### src/rtl/vec_decode_queue_if.sv
// Issue/decode bundle between the scalar core, the vector instruction queue
// and the vector register file / LSU. clk and reset stay plain module ports.
interface vec_decode_queue_if #(
    parameter int XLEN = 32
);
    // issue side
    logic            flush;
    logic            inst_valid;
    logic            inst_ready;
    logic [XLEN-1:0] vec_inst;
    logic [XLEN-1:0] rs1_data;
    logic [XLEN-1:0] rs2_data;
    logic            is_vec;

    // decode side
    logic            dec_valid;
    logic            dec_ready;
    logic [1:0]      dec_class;
    logic [4:0]      vs1_addr;
    logic [4:0]      vs2_addr;
    logic [4:0]      vd_addr;
    logic [XLEN-1:0] vec_imm;
    logic            vec_mask;
    logic [XLEN-1:0] scalar_op;
    logic [XLEN-1:0] stride;
    logic [2:0]      width;
    logic [2:0]      nf;
    logic            mew;

    // architectural vector CSR state
    logic [XLEN-1:0] vl;
    logic [XLEN-1:0] vtype;
    logic            vill;

    // core / testbench side
    modport master (
        output flush, inst_valid, vec_inst, rs1_data, rs2_data, dec_ready,
        input  inst_ready, is_vec, dec_valid, dec_class, vs1_addr, vs2_addr,
               vd_addr, vec_imm, vec_mask, scalar_op, stride, width, nf, mew,
               vl, vtype, vill
    );

    // queue side
    modport slave (
        input  flush, inst_valid, vec_inst, rs1_data, rs2_data, dec_ready,
        output inst_ready, is_vec, dec_valid, dec_class, vs1_addr, vs2_addr,
               vd_addr, vec_imm, vec_mask, scalar_op, stride, width, nf, mew,
               vl, vtype, vill
    );
endinterface

### src/rtl/vec_decode_queue.sv
// Vector instruction queue: buffers vector instructions with their scalar
// operands, decodes the head entry combinationally and retires vset*
// instructions in order into the vl/vtype state.
module vec_decode_queue #(
    parameter int XLEN  = 32,
    parameter int VLEN  = 512,
    parameter int DEPTH = 4
) (
    input  logic              clk,
    input  logic              reset,
    vec_decode_queue_if.slave bus
);
    localparam int AW = $clog2(DEPTH);
    // wide enough for VLEN * 8 before dividing by SEW
    localparam int VW = $clog2(VLEN) + 4;

    localparam logic [6:0] OP_V  = 7'h57;
    localparam logic [6:0] OP_LD = 7'h07;
    localparam logic [6:0] OP_ST = 7'h27;

    localparam logic [XLEN-1:0] VTYPE_ILL = {1'b1, {(XLEN-1){1'b0}}};

    // ------------------------------------------------------------------
    // FIFO storage and control
    // ------------------------------------------------------------------
    logic [XLEN-1:0] inst_mem [DEPTH];
    logic [XLEN-1:0] rs1_mem  [DEPTH];
    logic [XLEN-1:0] rs2_mem  [DEPTH];

    logic [AW-1:0] wr_ptr;
    logic [AW-1:0] rd_ptr;
    logic [AW:0]   count;

    logic full;
    logic empty;
    logic is_vec;
    logic push;
    logic pop;

    assign full   = (count == (AW+1)'(DEPTH));
    assign empty  = (count == '0);
    assign is_vec = (bus.vec_inst[6:0] == OP_V) ||
                    (bus.vec_inst[6:0] == OP_LD) ||
                    (bus.vec_inst[6:0] == OP_ST);
    // a flush in the same cycle wins over an incoming instruction
    assign push   = bus.inst_valid && !full && is_vec && !bus.flush;
    assign pop    = !empty && bus.dec_ready;

    // Payload write; storage carries no reset since validity lives in count.
    always_ff @(posedge clk) begin
        if (push) begin
            inst_mem[wr_ptr] <= bus.vec_inst;
            rs1_mem[wr_ptr]  <= bus.rs1_data;
            rs2_mem[wr_ptr]  <= bus.rs2_data;
        end
    end

    // Pointer and occupancy bookkeeping; pointers wrap naturally (DEPTH is 2^n).
    always_ff @(posedge clk or posedge reset) begin
        if (reset) begin
            wr_ptr <= '0;
            rd_ptr <= '0;
            count  <= '0;
        end else if (bus.flush) begin
            wr_ptr <= '0;
            rd_ptr <= '0;
            count  <= '0;
        end else begin
            if (push) begin
                wr_ptr <= wr_ptr + AW'(1);
            end
            if (pop) begin
                rd_ptr <= rd_ptr + AW'(1);
            end
            if (push && !pop) begin
                count <= count + (AW+1)'(1);
            end else if (pop && !push) begin
                count <= count - (AW+1)'(1);
            end
        end
    end

    // ------------------------------------------------------------------
    // Head entry fields
    // ------------------------------------------------------------------
    logic [XLEN-1:0] head_inst;
    logic [XLEN-1:0] head_rs1;
    logic [XLEN-1:0] head_rs2;

    assign head_inst = inst_mem[rd_ptr];
    assign head_rs1  = rs1_mem[rd_ptr];
    assign head_rs2  = rs2_mem[rd_ptr];

    logic [6:0] h_opcode;
    logic [2:0] h_funct3;
    logic [4:0] h_rd;
    logic [4:0] h_rs1;
    logic [4:0] h_rs2;
    logic [1:0] h_mop;
    logic       h_is_cfg;

    assign h_opcode = head_inst[6:0];
    assign h_rd     = head_inst[11:7];
    assign h_funct3 = head_inst[14:12];
    assign h_rs1    = head_inst[19:15];
    assign h_rs2    = head_inst[24:20];
    assign h_mop    = head_inst[27:26];
    assign h_is_cfg = (h_opcode == OP_V) && (h_funct3 == 3'b111);

    // ------------------------------------------------------------------
    // Head decode; every field is zero while the queue is empty
    // ------------------------------------------------------------------
    logic [1:0]      dec_class;
    logic [4:0]      vs1_addr;
    logic [4:0]      vs2_addr;
    logic [4:0]      vd_addr;
    logic [XLEN-1:0] vec_imm;
    logic            vec_mask;
    logic [XLEN-1:0] scalar_op;
    logic [XLEN-1:0] stride;
    logic [2:0]      width;
    logic [2:0]      nf;
    logic            mew;

    // Field extraction by opcode / funct3 / mop from the head entry.
    always_comb begin
        dec_class = 2'd0;
        vs1_addr  = '0;
        vs2_addr  = '0;
        vd_addr   = '0;
        vec_imm   = '0;
        vec_mask  = 1'b0;
        scalar_op = '0;
        stride    = '0;
        width     = '0;
        nf        = '0;
        mew       = 1'b0;
        if (!empty) begin
            case (h_opcode)
                OP_V: begin
                    case (h_funct3)
                        3'b000: begin // OPIVV
                            vs1_addr = h_rs1;
                            vs2_addr = h_rs2;
                            vd_addr  = h_rd;
                            vec_mask = head_inst[25];
                        end
                        3'b011: begin // OPIVI
                            vs2_addr = h_rs2;
                            vd_addr  = h_rd;
                            vec_imm  = {{(XLEN-5){head_inst[19]}}, head_inst[19:15]};
                            vec_mask = head_inst[25];
                        end
                        3'b100: begin // OPIVX
                            vs2_addr  = h_rs2;
                            vd_addr   = h_rd;
                            scalar_op = head_rs1;
                            vec_mask  = head_inst[25];
                        end
                        3'b111: begin // vset* configuration
                            dec_class = 2'd3;
                        end
                        default: begin // unsupported arithmetic: class 0, no operands
                            dec_class = 2'd0;
                        end
                    endcase
                end
                OP_LD, OP_ST: begin
                    dec_class = (h_opcode == OP_LD) ? 2'd1 : 2'd2;
                    vd_addr   = h_rd;   // vs3 for stores
                    scalar_op = head_rs1;
                    vec_mask  = head_inst[25];
                    width     = h_funct3;
                    mew       = head_inst[28];
                    nf        = head_inst[31:29];
                    if (h_mop == 2'b10) begin
                        stride = head_rs2;
                    end
                    if (h_mop[0]) begin
                        vs2_addr = h_rs2; // index register
                    end
                end
                default: begin
                    dec_class = 2'd0;
                end
            endcase
        end
    end

    // ------------------------------------------------------------------
    // vset* evaluation for the head entry
    // ------------------------------------------------------------------
    logic [XLEN-1:0] vl;
    logic [XLEN-1:0] vtype;

    logic [XLEN-1:0] cfg_vtype_req;
    logic [2:0]      cfg_vsew;
    logic [2:0]      cfg_vlmul;
    logic [1:0]      lmul_up;
    logic [2:0]      lmul_dn;
    logic [3:0]      sew_sh;
    logic [VW-1:0]   vlmax_wide;
    logic [XLEN-1:0] vlmax;
    logic            cfg_illegal;
    logic [XLEN-1:0] cfg_avl;
    logic [XLEN-1:0] cfg_vl;
    logic [XLEN-1:0] cfg_vtype;

    // Requested vtype by variant: vsetvli (zimm11), vsetivli (zimm10), vsetvl (rs2).
    always_comb begin
        if (!head_inst[31]) begin
            cfg_vtype_req = {{(XLEN-11){1'b0}}, head_inst[30:20]};
        end else if (head_inst[30]) begin
            cfg_vtype_req = {{(XLEN-10){1'b0}}, head_inst[29:20]};
        end else begin
            cfg_vtype_req = head_rs2;
        end
    end

    assign cfg_vsew  = cfg_vtype_req[5:3];
    assign cfg_vlmul = cfg_vtype_req[2:0];

    // VLMAX = VLEN * LMUL / SEW, with LMUL as a left or right shift.
    always_comb begin
        lmul_up    = cfg_vlmul[2] ? 2'd0 : cfg_vlmul[1:0];
        lmul_dn    = cfg_vlmul[2] ? (3'd4 - {1'b0, cfg_vlmul[1:0]}) : 3'd0;
        sew_sh     = 4'd3 + {1'b0, cfg_vsew};
        vlmax_wide = ((VW'(VLEN) << lmul_up) >> lmul_dn) >> sew_sh;
        vlmax      = XLEN'(vlmax_wide);
    end

    // Legality and resulting vl: AVL source depends on variant and rs1/rd.
    always_comb begin
        cfg_illegal = (cfg_vsew > 3'd3) || (cfg_vlmul == 3'b100) ||
                      (vlmax == '0) || (|cfg_vtype_req[XLEN-2:8]) ||
                      cfg_vtype_req[XLEN-1];
        if (head_inst[31:30] == 2'b11) begin
            cfg_avl = {{(XLEN-5){1'b0}}, h_rs1};
        end else if (h_rs1 != 5'd0) begin
            cfg_avl = head_rs1;
        end else if (h_rd != 5'd0) begin
            cfg_avl = vlmax;
        end else begin
            cfg_avl = vl; // keep current vl, clamped below
        end
        if (cfg_illegal) begin
            cfg_vl    = '0;
            cfg_vtype = VTYPE_ILL;
        end else begin
            cfg_vl    = (cfg_avl < vlmax) ? cfg_avl : vlmax;
            cfg_vtype = cfg_vtype_req;
        end
    end

    // vl/vtype retire in order when a vset* leaves the queue, flush or not.
    always_ff @(posedge clk or posedge reset) begin
        if (reset) begin
            vl    <= '0;
            vtype <= VTYPE_ILL;
        end else if (pop && h_is_cfg) begin
            vl    <= cfg_vl;
            vtype <= cfg_vtype;
        end
    end

    // ------------------------------------------------------------------
    // Outputs
    // ------------------------------------------------------------------
    assign bus.inst_ready = !full;
    assign bus.is_vec     = is_vec;
    assign bus.dec_valid  = !empty;
    assign bus.dec_class  = dec_class;
    assign bus.vs1_addr   = vs1_addr;
    assign bus.vs2_addr   = vs2_addr;
    assign bus.vd_addr    = vd_addr;
    assign bus.vec_imm    = vec_imm;
    assign bus.vec_mask   = vec_mask;
    assign bus.scalar_op  = scalar_op;
    assign bus.stride     = stride;
    assign bus.width      = width;
    assign bus.nf         = nf;
    assign bus.mew        = mew;
    assign bus.vl         = vl;
    assign bus.vtype      = vtype;
    assign bus.vill       = vtype[XLEN-1];
endmodule

### src/flat_wrapper.sv
// flat-port wrapper written by rule: the top's interface ports become plain ports
module vec_decode_queue_flat 
#(
    parameter int XLEN  = 32,
    parameter int VLEN  = 512,
    parameter int DEPTH = 4
)
  (clk, reset, bus_flush, bus_inst_valid, bus_vec_inst, bus_rs1_data, bus_rs2_data, bus_dec_ready, bus_inst_ready, bus_is_vec, bus_dec_valid, bus_dec_class, bus_vs1_addr, bus_vs2_addr, bus_vd_addr, bus_vec_imm, bus_vec_mask, bus_scalar_op, bus_stride, bus_width, bus_nf, bus_mew, bus_vl, bus_vtype, bus_vill);
  vec_decode_queue_if #(.XLEN(XLEN)) bus_i ();
  input  logic clk;
  input  logic reset;
  input wire logic [$bits(bus_i.flush)-1:0] bus_flush;
  input wire logic [$bits(bus_i.inst_valid)-1:0] bus_inst_valid;
  input wire logic [$bits(bus_i.vec_inst)-1:0] bus_vec_inst;
  input wire logic [$bits(bus_i.rs1_data)-1:0] bus_rs1_data;
  input wire logic [$bits(bus_i.rs2_data)-1:0] bus_rs2_data;
  input wire logic [$bits(bus_i.dec_ready)-1:0] bus_dec_ready;
  output wire logic [$bits(bus_i.inst_ready)-1:0] bus_inst_ready;
  output wire logic [$bits(bus_i.is_vec)-1:0] bus_is_vec;
  output wire logic [$bits(bus_i.dec_valid)-1:0] bus_dec_valid;
  output wire logic [$bits(bus_i.dec_class)-1:0] bus_dec_class;
  output wire logic [$bits(bus_i.vs1_addr)-1:0] bus_vs1_addr;
  output wire logic [$bits(bus_i.vs2_addr)-1:0] bus_vs2_addr;
  output wire logic [$bits(bus_i.vd_addr)-1:0] bus_vd_addr;
  output wire logic [$bits(bus_i.vec_imm)-1:0] bus_vec_imm;
  output wire logic [$bits(bus_i.vec_mask)-1:0] bus_vec_mask;
  output wire logic [$bits(bus_i.scalar_op)-1:0] bus_scalar_op;
  output wire logic [$bits(bus_i.stride)-1:0] bus_stride;
  output wire logic [$bits(bus_i.width)-1:0] bus_width;
  output wire logic [$bits(bus_i.nf)-1:0] bus_nf;
  output wire logic [$bits(bus_i.mew)-1:0] bus_mew;
  output wire logic [$bits(bus_i.vl)-1:0] bus_vl;
  output wire logic [$bits(bus_i.vtype)-1:0] bus_vtype;
  output wire logic [$bits(bus_i.vill)-1:0] bus_vill;
  assign bus_i.flush = bus_flush;
  assign bus_i.inst_valid = bus_inst_valid;
  assign bus_i.vec_inst = bus_vec_inst;
  assign bus_i.rs1_data = bus_rs1_data;
  assign bus_i.rs2_data = bus_rs2_data;
  assign bus_i.dec_ready = bus_dec_ready;
  assign bus_inst_ready = bus_i.inst_ready;
  assign bus_is_vec = bus_i.is_vec;
  assign bus_dec_valid = bus_i.dec_valid;
  assign bus_dec_class = bus_i.dec_class;
  assign bus_vs1_addr = bus_i.vs1_addr;
  assign bus_vs2_addr = bus_i.vs2_addr;
  assign bus_vd_addr = bus_i.vd_addr;
  assign bus_vec_imm = bus_i.vec_imm;
  assign bus_vec_mask = bus_i.vec_mask;
  assign bus_scalar_op = bus_i.scalar_op;
  assign bus_stride = bus_i.stride;
  assign bus_width = bus_i.width;
  assign bus_nf = bus_i.nf;
  assign bus_mew = bus_i.mew;
  assign bus_vl = bus_i.vl;
  assign bus_vtype = bus_i.vtype;
  assign bus_vill = bus_i.vill;
  vec_decode_queue #(.XLEN(XLEN), .VLEN(VLEN), .DEPTH(DEPTH)) u_core (.clk(clk), .reset(reset), .bus(bus_i));
endmodule
### config.mk
export PLATFORM = sky130hd
export DESIGN_NAME = vec_decode_queue_flat
export DESIGN_NICKNAME = d
export VERILOG_FILES = /design/src/rtl/vec_decode_queue_if.sv /design/src/rtl/vec_decode_queue.sv /design/src/flat_wrapper.sv
export SDC_FILE = /design/constraint.sdc
export NUM_CORES = 1
export LEC_CHECK = 0
export BUFFER_PORTS_ARGS = -buffer_cell sky130_fd_sc_hd__clkbuf_2
export CORE_MARGIN = 1.5
export CORE_UTILIZATION = 30
export CTS_CLUSTER_SIZE = 30
export DETAILED_ROUTE_END_ITERATION = 6
export SLEW_MARGIN = 10
export SYNTH_ARGS = -nofsm -noshare
export SYNTH_HDL_FRONTEND = slang
export SYNTH_SLANG_ARGS = --single-unit
### constraint.sdc
create_clock -name clk -period 8.7 [get_ports clk]
set_input_delay 1.74 -clock clk [delete_from_list [all_inputs] [get_ports clk]]
set_output_delay 1.74 -clock clk [all_outputs]
set_load 0.005 [all_outputs]
==> impl_metrics.json <==
{
  "status": "finished clean",
  "end_kind": "flop",
  "use_met2_pct": 24.1,
  "final_nets": 1490,
  "yosysWarnings": 0,
  "drive_above_1_share_pct": 35.2,
  "cts.path.max_buffers": 3,
  "ys_seq_elements": 455,
  "ys_seq_area_share_pct": 70.7,
  "wl_per_cell_um": 21.6,
  "antenna_found_initial": 10,
  "dp_hpwl_um": 32800,
  "syn_avg_cell_area_um2": 17.3,
  "holdPathStages": 2,
  "io_pins": 290,
  "grt_max_degree": 72,
  "grt_pass1_wl_um": 71500,
  "worstPathArrival_ns": 7.41,
  "p_int_mw": 4.10,
  "cts_buffers": 50,
  "final_hold_viol_count": 0,
  "synth_edf_count": 384,
  "pwr-share-comb_pct": 20.6,
  "syn_to_final_growth_pct": 20.4,
  "root_buffer": "clkbuf_16",
  "die_x_um": 254,
  "max_cap_violations": 0,
  "relSlewSlack_pct": 25.1,
  "drcViolationCount": 0,
  "rsz0062_at_grt": "false",
  "switching_share_pct": 27.6,
  "clock_latency_ns": 0.61,
  "critPathTopFamily": "compound AO/OA/AOI/OAI gates",
  "crit_fanout": 47,
  "powerDensity_nw_per_um2": 250,
  "post_synth_num_cell_types": 68,
  "avgViaCountPerCell": 4.76,
  "grt_pass1_vias": 10900,
  "drt_iter0_markers": 714,
  "synthesis.area_um2": 18800,
  "cts_resized": 0,
  "drv_slew": 0,
  "overflow": 0,
  "hold_buffers": 0,
  "core_um2": 61800,
  "vdd_drop_max_v": 0.000177,
  "clock-sinks": 455,
  "htreeDepth": 2,
  "portBuffers": 289,
  "netSwitchingPower_mw": 1.56,
  "worstSetupPathType": "flop to flop",
  "drt_wl_total_um": 48400,
  "reg2reg_to": "u_core.bus.vl[4]",
  "max_stage_delay_ns": 0.80,
  "max_slew.worst_pin.slew_ns": 1.12,
  "seqPwrFrac_pct": 42.5,
  "min_period_ns": 6.89,
  "hp-start": "u_core.bus.vtype[4]",
  "grt_usage_pct": 15.1,
  "crit_required_ns": 9.21,
  "gr-usage-met1_pct": 19.9,
  "cts_tree": "yes",
  "path_cells": "buf_4, mux4_1, mux2i_1, ha_1, nor4_1, a211oi_1, o32ai_2, a2111oi_0, a2111oi_0, ha_1, a21o_1, a21o_1, a21oi_1, nand2_1, a221o_1, a211o_1, a21bo_1, mux2_4, o21ai_2",
  "p_clk_share_pct": 36.9,
  "leakage_nw": 8.28,
  "worst-path-buf-inv": 1,
  "busiest_layer": "met2",
  "met3_usage_pct": 4.38,
  "synth-async-reset-ratio_pct": 15.6,
  "fmax_ghz": 0.145,
  "power_mw": 5.66,
  "fin_setup_tns_ns": 0,
  "rows": 91,
  "cts_setup_buffers": 0,
  "drt-pass1-iter-count": 5,
  "clk_transition_reported_paths_ns": 0.06,
  "reg2reg_depth": 19,
  "fillCellCount": 5842,
  "dieArea_um2": 64300,
  "r2r_start": "u_core.rd_ptr[0]",
  "hp-class": "flop to flop",
  "vias": 10700,
  "r2r_setup_slack_ns": 1.81,
  "die-height_um": 254,
  "crit_path_top_delay_cell": "buf_4",
  "fin_worst_skew_ns": 0.0368,
  "drtAntennaViolNets": 0,
  "start_util_pct": 30.5,
  "fin_crit_sh_pct": 79.2,
  "final-setup-viol-count": 0,
  "syn_nets": 1207,
  "holdPathEnd": "u_core.bus.vtype[4]",
  "synthCells": 1090,
  "synth_flop_cell": "edfxtp_1",
  "place_congestion": 0.851,
  "start_kind": "flop"
}
sequential cells by signal (all words and copies together), names as in the netlist:
name and flops:
u_core.count 3, u_core.rs1_mem 128, u_core.inst_mem 128, u_core.bus.vtype 32
u_core.wr_ptr 2, u_core.rs2_mem 128, u_core.bus.vl 32, u_core.rd_ptr 2
per-stage QoR:
stage | instance area (um2) | hold slack, ns | instances | setup WS [ns] | utilization [%]
2_1_floorplan | 18800 | 0.473 | 1090 | 3.02 | -
3_3_place_gp | 21000 | 0.466 | 2158 | 1.77 | 34.0
3_5_place_dp | 21000 | 0.471 | 2158 | 1.74 | 34.0
4_1_cts | 22700 | 0.487 | 2247 | 1.74 | 36.7
5_1_grt | 22700 | 0.495 | 2247 | 1.24 | 36.7
6_report | 22700 | 0.479 | 2248 | 1.81 | 36.7
cell type report:
class	count	area, um2	share of cell area [%]
inverters	21	78.8	0.348
clock buffers	56	1280	5.66
diodes	1	2.50	0.0110
well taps	837	1050	4.62
flip-flops and latches	455	13300	58.7
clock inverters	33	355	1.57
multi-input cells	541	5030	22.2
repair buffers	304	1560	6.88
worst max-delay path by stage:
stage                                start                to  slack [ns]  depth (start not counted)
after global placement    u_core.rd_ptr[0]  u_core.bus.vl[5]        1.77                         19
after floorplan           u_core.rd_ptr[0]  u_core.bus.vl[4]        3.02                         23
after global routing      u_core.rd_ptr[0]  u_core.bus.vl[4]        1.24                         19
after CTS                 u_core.rd_ptr[0]  u_core.bus.vl[4]        1.74                         19
final                     u_core.rd_ptr[0]  u_core.bus.vl[4]        1.81                         19
after detailed placement  u_core.rd_ptr[0]  u_core.bus.vl[4]        1.74                         19
cell usage after synthesis, drive strengths merged (3+ instances only):
library cell	n	area (um2)
a211oi	4	30.0
a21o	4	30.0
a21oi	13	65.1
a311oi	3	26.3
a31oi	4	25.0
and2	108	676
buf	53	365
clkbuf	20	75.1
dfrtp	70	1750
edfxtp	384	11500
ha	15	188
inv	21	78.8
mux2	7	82.6
mux2i	16	160
mux4	94	2130
nand2	47	176
nand2b	6	45.0
nand3	6	30.0
nand4	9	56.3
nand4b	4	35.0
nor2	43	161
nor2b	36	225
nor3	10	50.1
nor4	16	100
nor4b	3	26.3
o21a	3	22.5
o21ai	35	183
o22ai	5	31.3
o31ai	3	22.5
or3	3	18.8
or4	4	33.8
xnor2	8	70.1
kinds of logic after synthesis:
group,Yosys count,synth area share (%)
buffers and inverters,94,2.76
DFF,455,70.7
AOI/OAI and AO/OA,95,3.36
xor gates and xnor gates,9,0.419
adders and majority gates,16,1.10
muxes,117,12.6
and+or+nand+nor,304,9.09
placed cells by master (no fill, tap or decap), types with 4 or more instances in the layout:
cell type,instances
a21oi_1,12
clkbuf_1,5
nand2_1,47
and2_1,103
o21ai_0,32
clkbuf_2,289
a21o_1,4
xnor2_1,8
nand4b_1,4
a31oi_1,4
nor3_1,10
inv_1,20
nand2b_1,5
dfrtp_1,68
nand3_1,6
and2_4,4
a211oi_1,4
nor2_1,42
mux2_2,6
nand4_1,9
nor2b_1,36
mux4_2,91
nor4_1,16
o22ai_1,5
bufinv_16,5
buf_4,15
clkinvlp_4,5
mux2i_1,16
clkinv_1,7
clkinv_2,11
clkbuf_16,50
edfxtp_1,384
ha_1,15
per-layer routing:
layer / vias to the layer above / wire, um
met4: 14 / 1130
met5: - / 94
met1: 5424 / 20800
met2: 378 / 22700
met3: 77 / 3700
li1: 4806 / -
power groups by stage:
| stage | Sequential, mW | Combinational [mW] | Clock [mW] |
|---|---|---|---|
| 5_1_grt | 2.41 | 1.27 | 2.23 |
| 3_3_place_gp | 2.45 | 1.18 | 0 |
| 6_report | 2.41 | 1.17 | 2.09 |
| 4_1_cts | 2.41 | 1.18 | 2.16 |
| 2_1_floorplan | 2.43 | 0.881 | 0 |
| 3_5_place_dp | 2.45 | 1.18 | 0 |
worst min-delay path, stage by stage, from the launching register on:
cell and delay, ns:
dfrtp_1 0.34, nand2_1 0.05, o21ai_0 0.06
Power figures use the tool's default switching activity.
